--- src/rtl/irq_prio_ctrl_pkg.sv ---
// Shared constants and types for the prioritising interrupt controller.
package irq_prio_ctrl_pkg;

    localparam int ADR_W = 3;
    localparam int DAT_W = 32;
    localparam int LVL_W = 3;

    // Word addresses of the register file
    localparam logic [ADR_W-1:0] ADR_PEND = 3'd0;
    localparam logic [ADR_W-1:0] ADR_MASK = 3'd1;
    localparam logic [ADR_W-1:0] ADR_EDGE = 3'd2;
    localparam logic [ADR_W-1:0] ADR_LVL  = 3'd3;
    localparam logic [ADR_W-1:0] ADR_STAT = 3'd4;

    // STAT field positions
    localparam int STAT_IPL_LSB = 0;
    localparam int STAT_IDX_LSB = 8;
    localparam int STAT_ANY_BIT = 16;

    // Result of the priority search
    typedef struct packed {
        logic [LVL_W-1:0] ipl;
        logic [2:0]       idx;
        logic             any;
    } prio_t;

    // Expand byte-lane selects into a bit mask
    function automatic logic [DAT_W-1:0] byte_mask(input logic [3:0] sel);
        return {{8{sel[3]}}, {8{sel[2]}}, {8{sel[1]}}, {8{sel[0]}}};
    endfunction

endpackage

--- src/rtl/irq_prio_ctrl_if.sv ---
// Wishbone slave bus bundle for the interrupt controller register file.
interface irq_prio_ctrl_if;
    import irq_prio_ctrl_pkg::*;

    logic             wb_cyc_i;
    logic             wb_stb_i;
    logic             wb_we_i;
    logic [ADR_W-1:0] wb_adr_i;
    logic [3:0]       wb_sel_i;
    logic [DAT_W-1:0] wb_dat_i;
    logic [DAT_W-1:0] wb_dat_o;
    logic             wb_ack_o;

    modport master (
        output wb_cyc_i, wb_stb_i, wb_we_i, wb_adr_i, wb_sel_i, wb_dat_i,
        input  wb_dat_o, wb_ack_o
    );

    modport slave (
        input  wb_cyc_i, wb_stb_i, wb_we_i, wb_adr_i, wb_sel_i, wb_dat_i,
        output wb_dat_o, wb_ack_o
    );

endinterface

--- src/rtl/irq_prio_ctrl_src_cell.sv ---
// One interrupt source: optional synchroniser, edge history and pending bit.
module irq_prio_ctrl_src_cell
    import irq_prio_ctrl_pkg::*;
#(
    parameter int SYNC_EN = 1
) (
    input  logic clk_i,
    input  logic rst_n_i,
    input  logic int_i,
    input  logic edge_mode_i,
    input  logic edge_chg_i,
    input  logic w1c_i,
    output logic pend_o
);

    logic s2;
    logic s3_q;
    logic pend_q, pend_d;

    if (SYNC_EN != 0) begin : g_sync
        logic s1_q, s2_q;
        // Two-flop synchroniser for requests from foreign clock domains
        always_ff @(posedge clk_i or negedge rst_n_i) begin
            if (!rst_n_i) begin
                s1_q <= 1'b0;
                s2_q <= 1'b0;
            end else begin
                s1_q <= int_i;
                s2_q <= s1_q;
            end
        end
        assign s2 = s2_q;
    end else begin : g_direct
        assign s2 = int_i;
    end

    // Pending next state; a fresh rising edge beats a simultaneous clear
    always_comb begin
        pend_d = pend_q;
        if (edge_chg_i) begin
            pend_d = 1'b0;
        end else if (edge_mode_i) begin
            pend_d = (pend_q & ~w1c_i) | (s2 & ~s3_q);
        end else begin
            pend_d = s2;
        end
    end

    // Edge history and pending register
    always_ff @(posedge clk_i or negedge rst_n_i) begin
        if (!rst_n_i) begin
            s3_q   <= 1'b0;
            pend_q <= 1'b0;
        end else begin
            s3_q   <= s2;
            pend_q <= pend_d;
        end
    end

    assign pend_o = pend_q;

endmodule

--- src/rtl/irq_prio_ctrl.sv ---
// Prioritising interrupt controller: Wishbone register file, per-source
// pending cells and a priority search feeding the registered 68k IPL.
module irq_prio_ctrl
    import irq_prio_ctrl_pkg::*;
#(
    parameter int NSRC    = 7,
    parameter int SYNC_EN = 1
) (
    input  logic                wb_clk_i,
    input  logic                wb_rst_n_i,
    irq_prio_ctrl_if.slave      bus,
    input  logic [NSRC-1:0]     int_i,
    output logic [LVL_W-1:0]    ipl_o
);

    localparam int LVL_BITS = LVL_W * NSRC;

    logic [NSRC-1:0]     mask_q, mask_d;
    logic [NSRC-1:0]     edge_q, edge_d;
    logic [LVL_BITS-1:0] lvl_q, lvl_d;
    logic [NSRC-1:0]     edge_chg, w1c, pend;
    logic                ack_q;
    logic [DAT_W-1:0]    dat_q, dat_d;
    prio_t               win_q, win_d;

    logic             acc, wr;
    logic [DAT_W-1:0] bmask, wdat, rdata;
    logic             unused_bits;

    assign acc   = bus.wb_cyc_i & bus.wb_stb_i & ~ack_q;
    assign wr    = acc & bus.wb_we_i;
    assign bmask = byte_mask(bus.wb_sel_i);
    assign wdat  = bus.wb_dat_i & bmask;
    assign unused_bits = ^{wdat, bmask};

    // Register writes commit on the acknowledge edge, honouring byte lanes
    always_comb begin
        mask_d = mask_q;
        edge_d = edge_q;
        lvl_d  = lvl_q;
        w1c    = '0;
        if (wr) begin
            case (bus.wb_adr_i)
                ADR_PEND: w1c    = wdat[NSRC-1:0] & edge_q;
                ADR_MASK: mask_d = (mask_q & ~bmask[NSRC-1:0]) | wdat[NSRC-1:0];
                ADR_EDGE: edge_d = (edge_q & ~bmask[NSRC-1:0]) | wdat[NSRC-1:0];
                ADR_LVL:  lvl_d  = (lvl_q & ~bmask[LVL_BITS-1:0]) | wdat[LVL_BITS-1:0];
                default:  ;
            endcase
        end
    end

    assign edge_chg = edge_q ^ edge_d;

    for (genvar i = 0; i < NSRC; i++) begin : g_src
        irq_prio_ctrl_src_cell #(.SYNC_EN(SYNC_EN)) u_cell (
            .clk_i       (wb_clk_i),
            .rst_n_i     (wb_rst_n_i),
            .int_i       (int_i[i]),
            .edge_mode_i (edge_q[i]),
            .edge_chg_i  (edge_chg[i]),
            .w1c_i       (w1c[i]),
            .pend_o      (pend[i])
        );
    end

    // Highest level among active sources; strict compare keeps the lowest index on ties
    always_comb begin
        win_d = '0;
        for (int i = 0; i < NSRC; i++) begin
            if (pend[i] && mask_q[i] && (lvl_q[LVL_W*i +: LVL_W] > win_d.ipl)) begin
                win_d.ipl = lvl_q[LVL_W*i +: LVL_W];
                win_d.idx = 3'(i);
                win_d.any = 1'b1;
            end
        end
    end

    // Read multiplexer; unused bits and addresses return zero
    always_comb begin
        rdata = '0;
        case (bus.wb_adr_i)
            ADR_PEND: rdata[NSRC-1:0]     = pend;
            ADR_MASK: rdata[NSRC-1:0]     = mask_q;
            ADR_EDGE: rdata[NSRC-1:0]     = edge_q;
            ADR_LVL:  rdata[LVL_BITS-1:0] = lvl_q;
            ADR_STAT: begin
                rdata[STAT_IPL_LSB +: LVL_W] = win_q.ipl;
                rdata[STAT_IDX_LSB +: 3]     = win_q.idx;
                rdata[STAT_ANY_BIT]          = win_q.any;
            end
            default:  ;
        endcase
        dat_d = acc ? rdata : '0;
    end

    // Config registers, bus response and registered priority result
    always_ff @(posedge wb_clk_i or negedge wb_rst_n_i) begin
        if (!wb_rst_n_i) begin
            mask_q <= '0;
            edge_q <= '0;
            lvl_q  <= '0;
            ack_q  <= 1'b0;
            dat_q  <= '0;
            win_q  <= '0;
        end else begin
            mask_q <= mask_d;
            edge_q <= edge_d;
            lvl_q  <= lvl_d;
            ack_q  <= acc;
            dat_q  <= dat_d;
            win_q  <= win_d;
        end
    end

    assign bus.wb_ack_o = ack_q;
    assign bus.wb_dat_o = dat_q;
    assign ipl_o        = win_q.ipl;

endmodule

--- src/flat_wrapper.sv ---
// flat-port wrapper written by rule: the top's interface ports become plain ports
module irq_prio_ctrl_flat import irq_prio_ctrl_pkg::*;
#(
    parameter int NSRC    = 7,
    parameter int SYNC_EN = 1
)
  (wb_clk_i, wb_rst_n_i, int_i, ipl_o, bus_wb_cyc_i, bus_wb_stb_i, bus_wb_we_i, bus_wb_adr_i, bus_wb_sel_i, bus_wb_dat_i, bus_wb_dat_o, bus_wb_ack_o);
  irq_prio_ctrl_if bus_i ();
  input  logic wb_clk_i;
  input  logic wb_rst_n_i;
  input  logic [NSRC-1:0] int_i;
  output logic [LVL_W-1:0] ipl_o;
  input wire logic [$bits(bus_i.wb_cyc_i)-1:0] bus_wb_cyc_i;
  input wire logic [$bits(bus_i.wb_stb_i)-1:0] bus_wb_stb_i;
  input wire logic [$bits(bus_i.wb_we_i)-1:0] bus_wb_we_i;
  input wire logic [$bits(bus_i.wb_adr_i)-1:0] bus_wb_adr_i;
  input wire logic [$bits(bus_i.wb_sel_i)-1:0] bus_wb_sel_i;
  input wire logic [$bits(bus_i.wb_dat_i)-1:0] bus_wb_dat_i;
  output wire logic [$bits(bus_i.wb_dat_o)-1:0] bus_wb_dat_o;
  output wire logic [$bits(bus_i.wb_ack_o)-1:0] bus_wb_ack_o;
  assign bus_i.wb_cyc_i = bus_wb_cyc_i;
  assign bus_i.wb_stb_i = bus_wb_stb_i;
  assign bus_i.wb_we_i = bus_wb_we_i;
  assign bus_i.wb_adr_i = bus_wb_adr_i;
  assign bus_i.wb_sel_i = bus_wb_sel_i;
  assign bus_i.wb_dat_i = bus_wb_dat_i;
  assign bus_wb_dat_o = bus_i.wb_dat_o;
  assign bus_wb_ack_o = bus_i.wb_ack_o;
  irq_prio_ctrl #(.NSRC(NSRC), .SYNC_EN(SYNC_EN)) u_core (.wb_clk_i(wb_clk_i), .wb_rst_n_i(wb_rst_n_i), .bus(bus_i), .int_i(int_i), .ipl_o(ipl_o));
endmodule
--- config.mk ---
export PLATFORM = sky130hd
export DESIGN_NAME = irq_prio_ctrl_flat
export DESIGN_NICKNAME = d
export VERILOG_FILES = /design/src/rtl/irq_prio_ctrl_pkg.sv /design/src/rtl/irq_prio_ctrl_if.sv /design/src/rtl/irq_prio_ctrl_src_cell.sv /design/src/rtl/irq_prio_ctrl.sv /design/src/flat_wrapper.sv
export SDC_FILE = /design/constraint.sdc
export NUM_CORES = 1
export LEC_CHECK = 0
export ABC_AREA = 1
export BUFFER_PORTS_ARGS = -buffer_cell sky130_fd_sc_hd__buf_2
export CAP_MARGIN = 0
export CORE_MARGIN = 2
export CORE_UTILIZATION = 59
export CTS_CLUSTER_SIZE = 24
export DETAILED_ROUTE_END_ITERATION = 8
export GPL_TIMING_DRIVEN = 0
export HOLD_SLACK_MARGIN = 0.03
export PLACE_DENSITY = 0.84
export SLEW_MARGIN = 20
export SYNTH_ARGS = -nofsm -noshare
export SYNTH_HDL_FRONTEND = slang
export SYNTH_SLANG_ARGS = --single-unit
--- constraint.sdc ---
create_clock -name wb_clk_i -period 10.3 [get_ports wb_clk_i]
set_clock_uncertainty 0.05 [all_clocks]
set_input_delay 2.575 -clock wb_clk_i [delete_from_list [all_inputs] [get_ports wb_clk_i]]
set_output_delay 2.575 -clock wb_clk_i [all_outputs]
set_load 0.01 [all_outputs]
==> results of run 1 <==
==> logic make-up (layout without fill, tap and decap cells) <==
group	Yosys count	count (layout)
AO/OA/AOI/OAI	77	77
AND/OR/NAND/NOR	191	191
multiplexers	3	3
adder cells (fa/ha/maj)	12	12
XOR/XNOR	7	7
other	1	11
flip-flops	92	92
buffers and inverters	74	154
==> metrics by stage <==
step / instances / setup WS [ns] / instance area [µm²]
6_report: 646 / 2.888 / 4984
5_1_grt: 646 / 2.126 / 4984
4_1_cts: 646 / 2.986 / 4984
3_5_place_dp: 630 / 3.064 / 4790
3_3_place_gp: 629 / 3.241 / 4760
2_1_floorplan: 467 / 3.795 / 4320
==> cell usage after synthesis <==
cell type / count / area share, %
sky130_fd_sc_hd__o21ai_0: 24 / 2.8
sky130_fd_sc_hd__nor2_1: 37 / 3.2
sky130_fd_sc_hd__inv_2: 3 / 0.26
sky130_fd_sc_hd__buf_2: 1 / 0.12
sky130_fd_sc_hd__nand2_2: 10 / 1.5
sky130_fd_sc_hd__a32oi_1: 7 / 1.4
sky130_fd_sc_hd__nand3_2: 7 / 1.6
sky130_fd_sc_hd__a21oi_4: 1 / 0.38
sky130_fd_sc_hd__nand3_1: 32 / 3.7
sky130_fd_sc_hd__clkbuf_1: 7 / 0.61
sky130_fd_sc_hd__dfrtp_1: 92 / 54
sky130_fd_sc_hd__xor2_1: 7 / 1.4
sky130_fd_sc_hd__a31oi_1: 4 / 0.58
sky130_fd_sc_hd__or2_1: 1 / 0.15
sky130_fd_sc_hd__buf_4: 14 / 2.5
sky130_fd_sc_hd__mux2_2: 3 / 0.79
sky130_fd_sc_hd__nand3_4: 1 / 0.41
sky130_fd_sc_hd__nor3_1: 11 / 1.3
sky130_fd_sc_hd__a21oi_1: 30 / 3.5
sky130_fd_sc_hd__or2_2: 2 / 0.29
sky130_fd_sc_hd__and2_1: 3 / 0.44
sky130_fd_sc_hd__o22ai_1: 4 / 0.58
sky130_fd_sc_hd__ha_1: 12 / 3.5
sky130_fd_sc_hd__nand4_1: 3 / 0.44
sky130_fd_sc_hd__o21ai_1: 1 / 0.12
sky130_fd_sc_hd__o211ai_1: 1 / 0.18
sky130_fd_sc_hd__nand2_4: 7 / 1.8
sky130_fd_sc_hd__clkinv_1: 2 / 0.18
sky130_fd_sc_hd__nor2_4: 2 / 0.53
sky130_fd_sc_hd__inv_1: 45 / 3.9
sky130_fd_sc_hd__o32ai_1: 1 / 0.20
sky130_fd_sc_hd__clkinv_2: 2 / 0.23
sky130_fd_sc_hd__nand2_1: 75 / 6.6
sky130_fd_sc_hd__a221oi_1: 4 / 0.82
sky130_fd_sc_hd__conb_1: 1 / 0.088
==> layer usage <==
layer,global-route usage (%),vias up
li1,-,1660
met1,32.01,1689
met2,42.09,119
met3,6.002,30
met4,13.03,0
met5,0,-
==> path summary, 6_finish.rpt <==
kind / startpoint / to / depth (start not counted) / slack (ns)
worst max-delay path: u_core.g_src[0].u_cell.pend_o / u_core.win_q[0] / 41 / 2.89
worst min-delay path: u_core.g_src[5].u_cell.g_sync.s1_q / u_core.g_src[5].u_cell.g_sync.s2_q / 0 / 0.30
worst max register to register: u_core.g_src[0].u_cell.pend_o / u_core.win_q[0] / 41 / 2.89
worst min register to register: u_core.g_src[5].u_cell.g_sync.s1_q / u_core.g_src[5].u_cell.g_sync.s2_q / 0 / 0.30
max in group asynchronous: wb_rst_n_i / u_core.g_src[5].u_cell.g_sync.s1_q / 2 / 7.50
min in group asynchronous: wb_rst_n_i / asynchronous set/reset pin / 1 / 2.08
==> layout make-up <==
type	count	area [µm²]	area share, %
Sequential cell	92	2302	46.20
Multi-Input combinational cell	301	1684	33.79
Timing Repair Buffer	64	345.3	6.929
Inverter	52	197.7	3.967
Buffer	22	136.4	2.737
Clock buffer	9	123.9	2.486
Tap cell	99	123.9	2.486
Clock inverter	7	70.07	1.406
==> worst register-to-register path: cells and delay by family, from the launching register on <==
family / cells / cell delay, ns
simple gates: 22 / 2.95
fa+ha+maj: 6 / 1.84
compound gates: 9 / 1.80
flops: 1 / 0.41
buf+inv: 4 / 0.28
==> power groups by stage <==
| stage | clock network, mW | registers, mW | logic (mW) |
|---|---|---|---|
| 2_1_floorplan | 0 | 0.428 | 0.104 |
| 3_3_place_gp | 0 | 0.437 | 0.138 |
| 3_5_place_dp | 0 | 0.439 | 0.146 |
| 4_1_cts | 0.239 | 0.432 | 0.148 |
| 5_1_grt | 0.253 | 0.436 | 0.169 |
| 6_report | 0.234 | 0.433 | 0.148 |
==> cell usage in the layout, fill, tap and decap left out, types with 3 or more instances in the layout <==
cell type,Yosys,layout
sky130_fd_sc_hd__nor3_1,11,11
sky130_fd_sc_hd__nor2_1,37,37
sky130_fd_sc_hd__ha_1,12,12
sky130_fd_sc_hd__a31oi_1,4,4
sky130_fd_sc_hd__a21oi_1,30,30
sky130_fd_sc_hd__o21ai_0,24,24
sky130_fd_sc_hd__nand2_2,10,10
sky130_fd_sc_hd__xor2_1,7,7
sky130_fd_sc_hd__nand3_1,32,32
sky130_fd_sc_hd__nand2_4,7,7
sky130_fd_sc_hd__buf_4,14,15
sky130_fd_sc_hd__conb_1,1,11
sky130_fd_sc_hd__buf_2,1,63
sky130_fd_sc_hd__a32oi_1,7,7
sky130_fd_sc_hd__dfrtp_1,92,92
sky130_fd_sc_hd__inv_2,3,3
sky130_fd_sc_hd__inv_1,45,45
sky130_fd_sc_hd__nand2_1,75,75
sky130_fd_sc_hd__clkbuf_1,7,7
sky130_fd_sc_hd__o22ai_1,4,4
sky130_fd_sc_hd__nand3_2,7,7
sky130_fd_sc_hd__and2_1,3,3
sky130_fd_sc_hd__mux2_2,3,3
sky130_fd_sc_hd__clkbuf_8,0,9
sky130_fd_sc_hd__nand4_1,3,3
sky130_fd_sc_hd__a221oi_1,4,4
==> results.txt, run 1 <==
----------------------------------------------------
[STA]
  Unrepaired setup endpoints after global routing ... no
  Fin. Hold Viols ... 0
  # setup viols final ... 0
  Max Fclk ... ~130 MHz
  Total Negative Setup Slacks ... 0 ns
  Worst slew margin relative to its limit ... a little over a third
  Final hold slack ... about 0.30 ns
  Slew at the pin with the worst max-slew slack ... roughly 0.96 ns
  Post-route clock period utilization ... a little under three quarters
  Number of max-slew violations in the final report ... 0
  Post-layout minimum cycle time ... 7.412 ns

[Clock tree]
  PostCTS Resize Cnt ... 0
  Sinks on the clock net ... 92
  Postcts setup bufs ... 0
  Cts-stage hold buffer count ... 0
  TritonCTS buffer count ... 9
  Number of H-tree levels ... 3
  Buffer depth of the longest clock path ... 2
  CTS tree ... done
  CTS root buf ... sky130_fd_sc_hd__clkbuf_8
  Clock-pin slew reported for the worst setup and hold paths after clock tree synthesis ... 0.10 ns
  Clock insertion delay at the later pin of the skew report ... slightly below 0.4 ns

[Power and ir drop]
  Share of power burned in combinational logic ... between 10% and 20%
  Total power after layout ... approximately 0.8 mW
  Fraction of power spent switching nets ... approximately 32%
  Peak supply drop ... 114.2 µV
  Internal portion of total power ... approximately 0.55 mW
  Relative contribution of sequential cells to total power ... a little over half
  Total net switching power ... about 0.26 mW
  Power density over the cells ... between 150 and 200 nW/µm²
  Clock power share ... ~29%
  Leak Pwr ... roughly 2.6 nW

[Cells and area]
  Count of nets after finishing ... just over 600
  Layout cells sized above 1 ... between 20% and 30%
  Antenna cells ... 0
  Final core occ ... 69.83%
  Syn-to-layout area delta ... 16.36%
  FILL cells ... 600

[Routing]
  Met3 layer wire length in the routed design ... a little under 600 µm
  Via count of the routed design ... about 3500
  Remaining number of nets flagged by the antenna check after routing ... 0
  First-pass detailed-route iteration total ... 5
  Wire length on met2 ... between 4000 and 5000 µm
  Via density per instance ... ~5.4
  Routed wire per std cell ... approximately 14 µm
  Final routed DRC violation total ... 0
  Highest routing layer actually used ... met4
  Wl on met1 ... just under 4000 µm
  Final WL ... 9333 µm
  Number of design-rule violations left by the first detailed-router iteration ... 183

[Global routing]
  Number of global-route vias before repair ... 3313
  Global routing usage summed across all routing layers ... 25.70%
  Overall overflow remaining after global route ... 0
  Maximum number of pins on one net before global-route repair ... between 60 and 70
  Antenna violations before repair ... 0
  Wire length of the first global-routing pass ... around 15000 µm

[Setup path]
  Family with the most delay on the worst path ... simple AND/OR/NAND/NOR gates
  WS Path Type ... reg -> reg
  Bufs and invs on worst path ... 4
  Worst path arrival time ... 7.63 ns
  Cell with the biggest individual delay on the critical path ... sky130_fd_sc_hd__dfrtp_1
  Biggest fanout along the worst timing path ... 8
  Most common cell on crit path ... sky130_fd_sc_hd__ha_1
  Slowest Stage Delay on Critical Path ... 0.41 ns
  Endpoint required time on the critical path ... roughly 11 ns
  Element type at the critical path end ... flop
  Startpoint types ... flop

[Logic synthesis]
  Area share of xor/xnor cells in the synthesized design ... around 1.4%
  Simple-gate area share of the yosys netlist ... between 20 and 25%
  Adder-cell area share of the yosys netlist ... between 3 and 4%
  Post-synthesis compound-gate area fraction ... about a tenth
  Per-instance average area after synthesis ... around 9.4 µm²
  Count of different cell masters after synthesis ... 35
  Count of mapped cells out of synthesis ... around 460
  Summed instance area of the synthesized netlist ... about 4300 µm²
  Sequential share of the synthesized area ... between 50% and 60%
  Mux share of post-synthesis cell area ... 0.7888%
  Combinational family with the most area after synthesis ... simple AND/OR/NAND/NOR gates
  Number of flip-flops and latches in the synthesized netlist ... between 90 and 100
  Total of warnings raised by yosys ... 0

[Status]
  Status ... complete, no violations

[Worst hold path]
  Hold crit path type ... reg -> reg

[Run]
  Max-cap violation count ... 0

[Placement]
  Final weighted congestion in routability-driven placement ... slightly below 0.9
  Total of buffers placed on input and output ports ... 63
  Detailed placement HPWL ... between 6000 and 7000 µm

[Floorplanning]
  Core outline area ... around 7100 µm²
  Number of cell rows ... 31
  Initial Utilization ... between 60% and 70%
  Die area ... roughly 8000 µm²
  I/O pins ... a little under 90
  Die boundary height ... 89.20 µm
  Die Width ... 89.20 µm

----------------------------------------------------
Power figures use the tool's default switching activity.
==> run 2: changes to the inputs <==
--- a/config.mk
+++ b/config.mk
@@ -9,12 +9,12 @@
 export BUFFER_PORTS_ARGS = -buffer_cell sky130_fd_sc_hd__buf_2
 export CAP_MARGIN = 0
 export CORE_MARGIN = 2
-export CORE_UTILIZATION = 59
+export CORE_UTILIZATION = 49
 export CTS_CLUSTER_SIZE = 24
 export DETAILED_ROUTE_END_ITERATION = 8
 export GPL_TIMING_DRIVEN = 0
 export HOLD_SLACK_MARGIN = 0.03
-export PLACE_DENSITY = 0.84
+export PLACE_DENSITY = 0.74
 export SLEW_MARGIN = 20
 export SYNTH_ARGS = -nofsm -noshare
 export SYNTH_HDL_FRONTEND = slang
==> constraint.sdc (replaced) <==
create_clock -name wb_clk_i -period 5.9 [get_ports wb_clk_i]
set_clock_uncertainty 0.05 [all_clocks]
set_input_delay 1.475 -clock wb_clk_i [delete_from_list [all_inputs] [get_ports wb_clk_i]]
set_output_delay 1.475 -clock wb_clk_i [all_outputs]
set_load 0.01 [all_outputs]
==> run 2 against run 1 <==
  * The run now ends with setup timing left
  * Routed wire length grew 18%
  * Fmax grew 12%
  * First-iteration DRC count is the same
  * Non-clock buffer count grew 38
  * Combinational power grew 140%
  * Global-route usage shrank 3.1 points
  * Sequential cell count is the same
  * Total power grew 85%
  * Core utilization shrank 4.8 points
  * Worst hold slack gained 0.0029 ns
  * Die area grew 19%
  * Critical path type unchanged
  * Critical endpoint unchanged
  * Largest power group unchanged
==> results.txt, run 2 (synthesized netlist as in run 1, its figures left out) <==
----------------------------------------------------
[Status]
  Status ... finished, violations left
  Failing checks ... setup timing

[Worst hold path]
  Hold crit path type ... reg -> reg
  Startpoint of the worst hold path ... u_core.g_src[6].u_cell.g_sync.s1_q

[Floorplanning]
  Die area ... approximately 9500 µm²
  Initial Utilization ... roughly half
  I/O pins ... 87
  Core outline area ... between 8000 and 9000 µm²
  Die boundary height ... approximately 100 µm
  Number of cell rows ... 34
  Die Width ... slightly below 100 µm

[Setup path]
  Register-to-register path setup slack ... -0.70 ns
  WS Path Type ... reg -> reg
  Biggest fanout along the worst timing path ... 6
  FF-to-FF path depth ... 42
  Endpoint required time on the critical path ... 6.10 ns
  FF-to-FF Start ... u_core.g_src[0].u_cell.pend_o
  Startpoint types ... flop
  Cell with the biggest individual delay on the critical path ... sky130_fd_sc_hd__dfrtp_1
  Slowest Stage Delay on Critical Path ... 0.37 ns
  Destination of the worst register-to-register timing path ... u_core.win_q[0]
  Worst setup path endpoint ... u_core.win_q[0]
  Crit path from ... u_core.g_src[0].u_cell.pend_o
  Worst path arrival time ... between 6 and 7 ns
  Element type at the critical path end ... flop

[Routing]
  Final routed DRC violation total ... 0
  First-pass detailed-route iteration total ... 5
  Via count of the routed design ... roughly 3700
  Remaining number of nets flagged by the antenna check after routing ... 0
  Routed wire per std cell ... approximately 16 µm
  Number of design-rule violations left by the first detailed-router iteration ... about 180
  Via density per instance ... approximately 5.3
  Final WL ... between 10000 and 15000 µm

[Power and ir drop]
  Power density over the cells ... about 270 nW/µm²
  Leak Pwr ... between 2 and 3 nW
  Peak supply drop ... between 150 and 200 µV
  Total power after layout ... around 1.5 mW

[Run]
  Max-cap violation count ... 0

[Clock tree]
  Sinks on the clock net ... 92
  CTS tree ... done
  Clock-pin slew reported for the worst setup and hold paths after clock tree synthesis ... 0.10 ns
  Clock insertion delay at the later pin of the skew report ... about 0.37 ns
  Number of H-tree levels ... 3
  Buffer depth of the longest clock path ... 2
  TritonCTS buffer count ... 9
  CTS root buf ... sky130_fd_sc_hd__clkbuf_8

[STA]
  Fin. Hold Viols ... 0
  Slew at the pin with the worst max-slew slack ... between 0.8 and 0.9 ns
  Number of max-slew violations in the final report ... 0
  Worst slew margin relative to its limit ... 41.70%
  Post-route clock period utilization ... 111.8%
  Post-layout minimum cycle time ... approximately 6.6 ns
  Final hold slack ... ~0.3 ns
  Unrepaired setup endpoints after global routing ... yes
  # setup viols final ... 7
  Max Fclk ... roughly 150 MHz
  Crit path setup slack, layout ... -0.6979 ns

[Placement]
  Final weighted congestion in routability-driven placement ... between 0.8 and 0.9
  Total of buffers placed on input and output ports ... 63
  Detailed placement HPWL ... 7271 µm
  Standard cell area after detailed placement ... 4855 µm²

[Cells and area]
  Highest-count cells in the layout ignoring fill and taps ... sky130_fd_sc_hd__dfrtp_1 (92), sky130_fd_sc_hd__buf_2 (63), sky130_fd_sc_hd__nand2_1 (61)
  FILL cells ... 685
  Antenna cells ... 0
  Layout cells sized above 1 ... 37.26%
  Count of nets after finishing ... around 640
  Final core occ ... 64.98%
  Commonest non-fill, non-tap cell in the layout ... sky130_fd_sc_hd__dfrtp_1
  Final cell area excluding filler cells ... about 5600 µm²
  Syn-to-layout area delta ... 30.38%

[Global routing]
  Antenna violations before repair ... 0
  Wire length of the first global-routing pass ... about 17000 µm
  Global routing usage summed across all routing layers ... between 20% and 30%
  Overall overflow remaining after global route ... 0
  Maximum number of pins on one net before global-route repair ... 55
  Number of global-route vias before repair ... between 3000 and 4000

----------------------------------------------------
[run 2: how the worst min path moves through the flow]
stage	endpoint	depth (start not counted)	slack, ns
after floorplan	u_core.g_src[0].u_cell.g_sync.s2_q	0	0.28
after global placement	u_core.g_src[5].u_cell.g_sync.s2_q	0	0.28
after detailed placement	u_core.g_src[1].u_cell.g_sync.s2_q	0	0.29
after CTS	u_core.g_src[0].u_cell.g_sync.s2_q	0	0.31
after global routing	u_core.g_src[6].u_cell.g_sync.s2_q	0	0.31
final	u_core.g_src[6].u_cell.g_sync.s2_q	0	0.31
[run 2: report_power, final]
| part | switching [mW] | internal (mW) | total (mW) | leakage [nW] |
|---|---|---|---|---|
| Sequential | 0.0620 | 0.697 | 0.759 | 1.16 |
| Clock | 0.242 | 0.159 | 0.401 | 0.0804 |
| Combinational | 0.191 | 0.160 | 0.351 | 1.63 |
[run 2: layout make-up]
| class | instances | area, µm² | share of cell area [%] |
|---|---|---|---|
| multi-input cells | 301 | 1994 | 35.72 |
| well taps | 108 | 135.1 | 2.420 |
| repair buffers | 102 | 634.4 | 11.36 |
| plain buffers | 22 | 136.4 | 2.442 |
| clock buffers | 9 | 123.9 | 2.218 |
| flip-flops and latches | 92 | 2302 | 41.23 |
| inverters | 52 | 198.9 | 3.563 |
| clock inverters | 7 | 58.81 | 1.053 |
[run 2: timing repair]
| action | CTS | global route |
|---|---|---|
| endpoints found under the setup margin | 7 | 7 |
| gates resized for setup | 34 | 15 |
| pin swaps | 36 | 31 |
| setup buffers | 26 | 12 |
| hold buffers | 0 | 0 |
| cloned | 0 | 0 |
| hold endpoints to repair | 0 | 0 |
[run 2: metal layers]
layer | routed length, µm | share of wire [%] | vias to the layer above | track usage (%)
met5 | 0 | 0 | - | 0
met2 | 5632 | 51 | 140 | 38.20
met3 | 565 | 5.1 | 26 | 3.381
met1 | 4529 | 41 | 1770 | 29.18
met4 | 269 | 2.4 | 0 | 8.974
li1 | - | - | 1735 | -
[run 2: stage by stage]
step	std cells	setup slack [ns]	TNS, ns
finish	693	-0.6979	-4.252
global route	693	-1.044	-6.909
CTS	681	-0.3520	-1.978
detailed placement	639	-0.8651	-5.458
global placement	638	-0.7091	-4.405
floorplan	467	-0.2743	-1.172
[run 2: critical path, delay by kind of cell, from the launching register on]
| kind | cells | cell delay (ns) |
|---|---|---|
| simple gates | 22 | 2.70 |
| fa+ha+maj | 6 | 1.45 |
| compound gates | 9 | 1.44 |
| buf+inv | 5 | 0.50 |
| flops | 1 | 0.37 |
==> run 3: changes to the inputs <==
--- a/config.mk
+++ b/config.mk
@@ -9,12 +9,12 @@
 export BUFFER_PORTS_ARGS = -buffer_cell sky130_fd_sc_hd__buf_2
 export CAP_MARGIN = 0
 export CORE_MARGIN = 2
-export CORE_UTILIZATION = 49
+export CORE_UTILIZATION = 45
 export CTS_CLUSTER_SIZE = 24
 export DETAILED_ROUTE_END_ITERATION = 8
 export GPL_TIMING_DRIVEN = 0
 export HOLD_SLACK_MARGIN = 0.03
-export PLACE_DENSITY = 0.74
+export PLACE_DENSITY = 0.69
 export SLEW_MARGIN = 20
 export SYNTH_ARGS = -nofsm -noshare
 export SYNTH_HDL_FRONTEND = slang
==> run 3 against run 2 <==
  * The flow still finishes with violations (setup timing)
  * Sequential cell count unchanged
  * Clock power is 22% higher
  * Fmax grew 0.85%
  * Highest routed layer unchanged
  * Setup slack gained 0.056 ns
==> results.txt, run 3 (synthesized netlist as in run 1, its figures left out) <==
----------------------------------------------------
[Global routing]
  Maximum number of pins on one net before global-route repair ... 52
  Number of global-route vias before repair ... between 3000 and 4000
  Antenna violations before repair ... 0
  Global routing usage summed across all routing layers ... a little over a fifth
  Overall overflow remaining after global route ... 0
  Wire length of the first global-routing pass ... 17340 µm

[Cells and area]
  Combined area of the multi-input logic cells ... ~2000 µm²
  Highest-count cells in the layout ignoring fill and taps ... sky130_fd_sc_hd__dfrtp_1 (92), sky130_fd_sc_hd__buf_2 (63), sky130_fd_sc_hd__nand2_1 (61)
  Antenna cells ... 0
  Layout cells sized above 1 ... between 30 and 40%
  Commonest non-fill, non-tap cell in the layout ... sky130_fd_sc_hd__dfrtp_1
  Syn-to-layout area delta ... 30.41%
  Count of nets after finishing ... 635
  FF/Latch Area ... 2302 µm²
  FILL cells ... about 750

[Run]
  Max-cap violation count ... 0

[Floorplanning]
  I/O pins ... 87
  Die boundary height ... between 100 and 150 µm
  Die area ... 10310 µm²
  Number of cell rows ... 35
  Core outline area ... ~9000 µm²
  Die Width ... 101.6 µm
  Initial Utilization ... between 40 and 50%

[Clock tree]
  Sinks on the clock net ... a little over 90
  Clock-pin slew reported for the worst setup and hold paths after clock tree synthesis ... 0.09 ns
  TritonCTS buffer count ... 9
  Cts-stage hold buffer count ... 0
  Number of H-tree levels ... 3
  CTS root buf ... sky130_fd_sc_hd__clkbuf_8
  Clock insertion delay at the later pin of the skew report ... between 0.3 and 0.4 ns
  Buffer depth of the longest clock path ... 2
  CTS tree ... done

[STA]
  Unrepaired setup endpoints after global routing ... yes
  Number of max-slew violations in the final report ... 0
  Slew at the pin with the worst max-slew slack ... ~0.96 ns
  Final hold slack ... 0.3050 ns
  Post-layout minimum cycle time ... ~6.5 ns
  Max Fclk ... between 150 and 200 MHz
  Post-route clock period utilization ... 110.9%
  Worst slew margin relative to its limit ... a little over a third
  Fin. Hold Viols ... 0
  Crit path setup slack, layout ... -0.6424 ns
  # setup viols final ... 7

[Worst hold path]
  Hold crit path type ... reg -> reg

[Routing]
  Via density per instance ... just over 5
  Via count of the routed design ... between 3000 and 4000
  Remaining number of nets flagged by the antenna check after routing ... 0
  Final WL ... roughly 11000 µm
  Number of design-rule violations left by the first detailed-router iteration ... 206
  Routed wire per std cell ... 15.45 µm
  Final routed DRC violation total ... 0
  First-pass detailed-route iteration total ... 4

[Setup path]
  Cell with the biggest individual delay on the critical path ... sky130_fd_sc_hd__dfrtp_1
  Biggest fanout along the worst timing path ... 6
  Element type at the critical path end ... flop
  Startpoint types ... flop
  Worst path arrival time ... about 6.8 ns
  Endpoint required time on the critical path ... between 6 and 7 ns
  Most common cell on crit path ... sky130_fd_sc_hd__nand2_4
  WS Path Type ... reg -> reg
  Slowest Stage Delay on Critical Path ... 0.40 ns

[Power and ir drop]
  Total power after layout ... about 1.6 mW
  Peak supply drop ... approximately 190 µV
  Power density over the cells ... between 200 and 300 nW/µm²
  Leak Pwr ... roughly 2.9 nW

[Placement]
  Total of buffers placed on input and output ports ... 63
  Final weighted congestion in routability-driven placement ... roughly 0.90
  Pre-CTS setup slack ... -1.008 ns
  Detailed placement HPWL ... between 7000 and 8000 µm

[Status]
  Failing checks ... setup timing
  Status ... finished, violations left

----------------------------------------------------
==> run 3: where the power goes <==
| part | switching [mW] | internal, mW | total [mW] |
|---|---|---|---|
| clock network | 0.236 | 0.254 | 0.490 |
| logic | 0.190 | 0.158 | 0.349 |
| registers | 0.0621 | 0.697 | 0.759 |
| total | 0.489 | 1.11 | 1.60 |
==> run 3: final cells by class <==
cell class | instances | area share, %
clock buffers | 10 | 2.464
multi-input cells | 301 | 35.69
repair buffers | 94 | 10.08
inverters | 52 | 3.539
plain buffers | 22 | 2.442
well taps | 129 | 2.890
flip-flops and latches | 92 | 41.22
clock inverters | 6 | 1.680
==> run 3: worst paths after layout <==
| kind | cells past startpoint | slack (ns) | end | startpoint |
|---|---|---|---|---|
| worst max-delay path | 41 | -0.64 | u_core.win_q[0] | flop |
| worst min-delay path | 0 | 0.31 | u_core.g_src[6].u_cell.g_sync.s2_q | u_core.g_src[6].u_cell.g_sync.s1_q |
| worst max register to register | 41 | -0.64 | u_core.win_q[0] | flop |
| worst min register to register | 0 | 0.31 | u_core.g_src[6].u_cell.g_sync.s2_q | u_core.g_src[6].u_cell.g_sync.s1_q |
| max in group asynchronous | 2 | 4.08 | asynchronous set/reset pin | wb_rst_n_i |
| min in group asynchronous | 1 | 1.06 | u_core.bus.wb_dat_o[11] | wb_rst_n_i |
==> run 3: timing repair <==
action,in CTS,in global routing
buffers inserted,23,7
endpoints found under the setup margin,7,7
gates resized for setup,30,19
cloned,0,0
pin swaps,32,42
==> run 3: per-layer routing <==
metal | wire length, µm | global-route usage (%) | part of all wire [%]
met1 | 4672 | 26.57 | 43
met2 | 5499 | 37.35 | 50
met3 | 540 | 5.797 | 5.0
met4 | 194 | 8.316 | 1.8
met5 | 0 | 0 | 0
==> run 3: stage by stage <==
stage	area (µm²)	util, %	setup TNS, ns	instances
floorplan	4374	-	-1.172	467
global placement	4851	52.50	-4.709	659
detailed placement	4873	52.74	-6.585	660
CTS	5435	58.82	-2.608	699
global route	5585	60.45	-6.726	706
finish	5585	60.45	-4.275	706
==> run 3: worst max-delay path, delay by kind of cell, from the launching register on <==
| family | cells | cell delay [ns] |
|---|---|---|
| compound gates | 8 | 1.29 |
| buf+inv | 4 | 0.30 |
| flops | 1 | 0.40 |
| simple gates | 23 | 2.93 |
| fa+ha+maj | 6 | 1.44 |
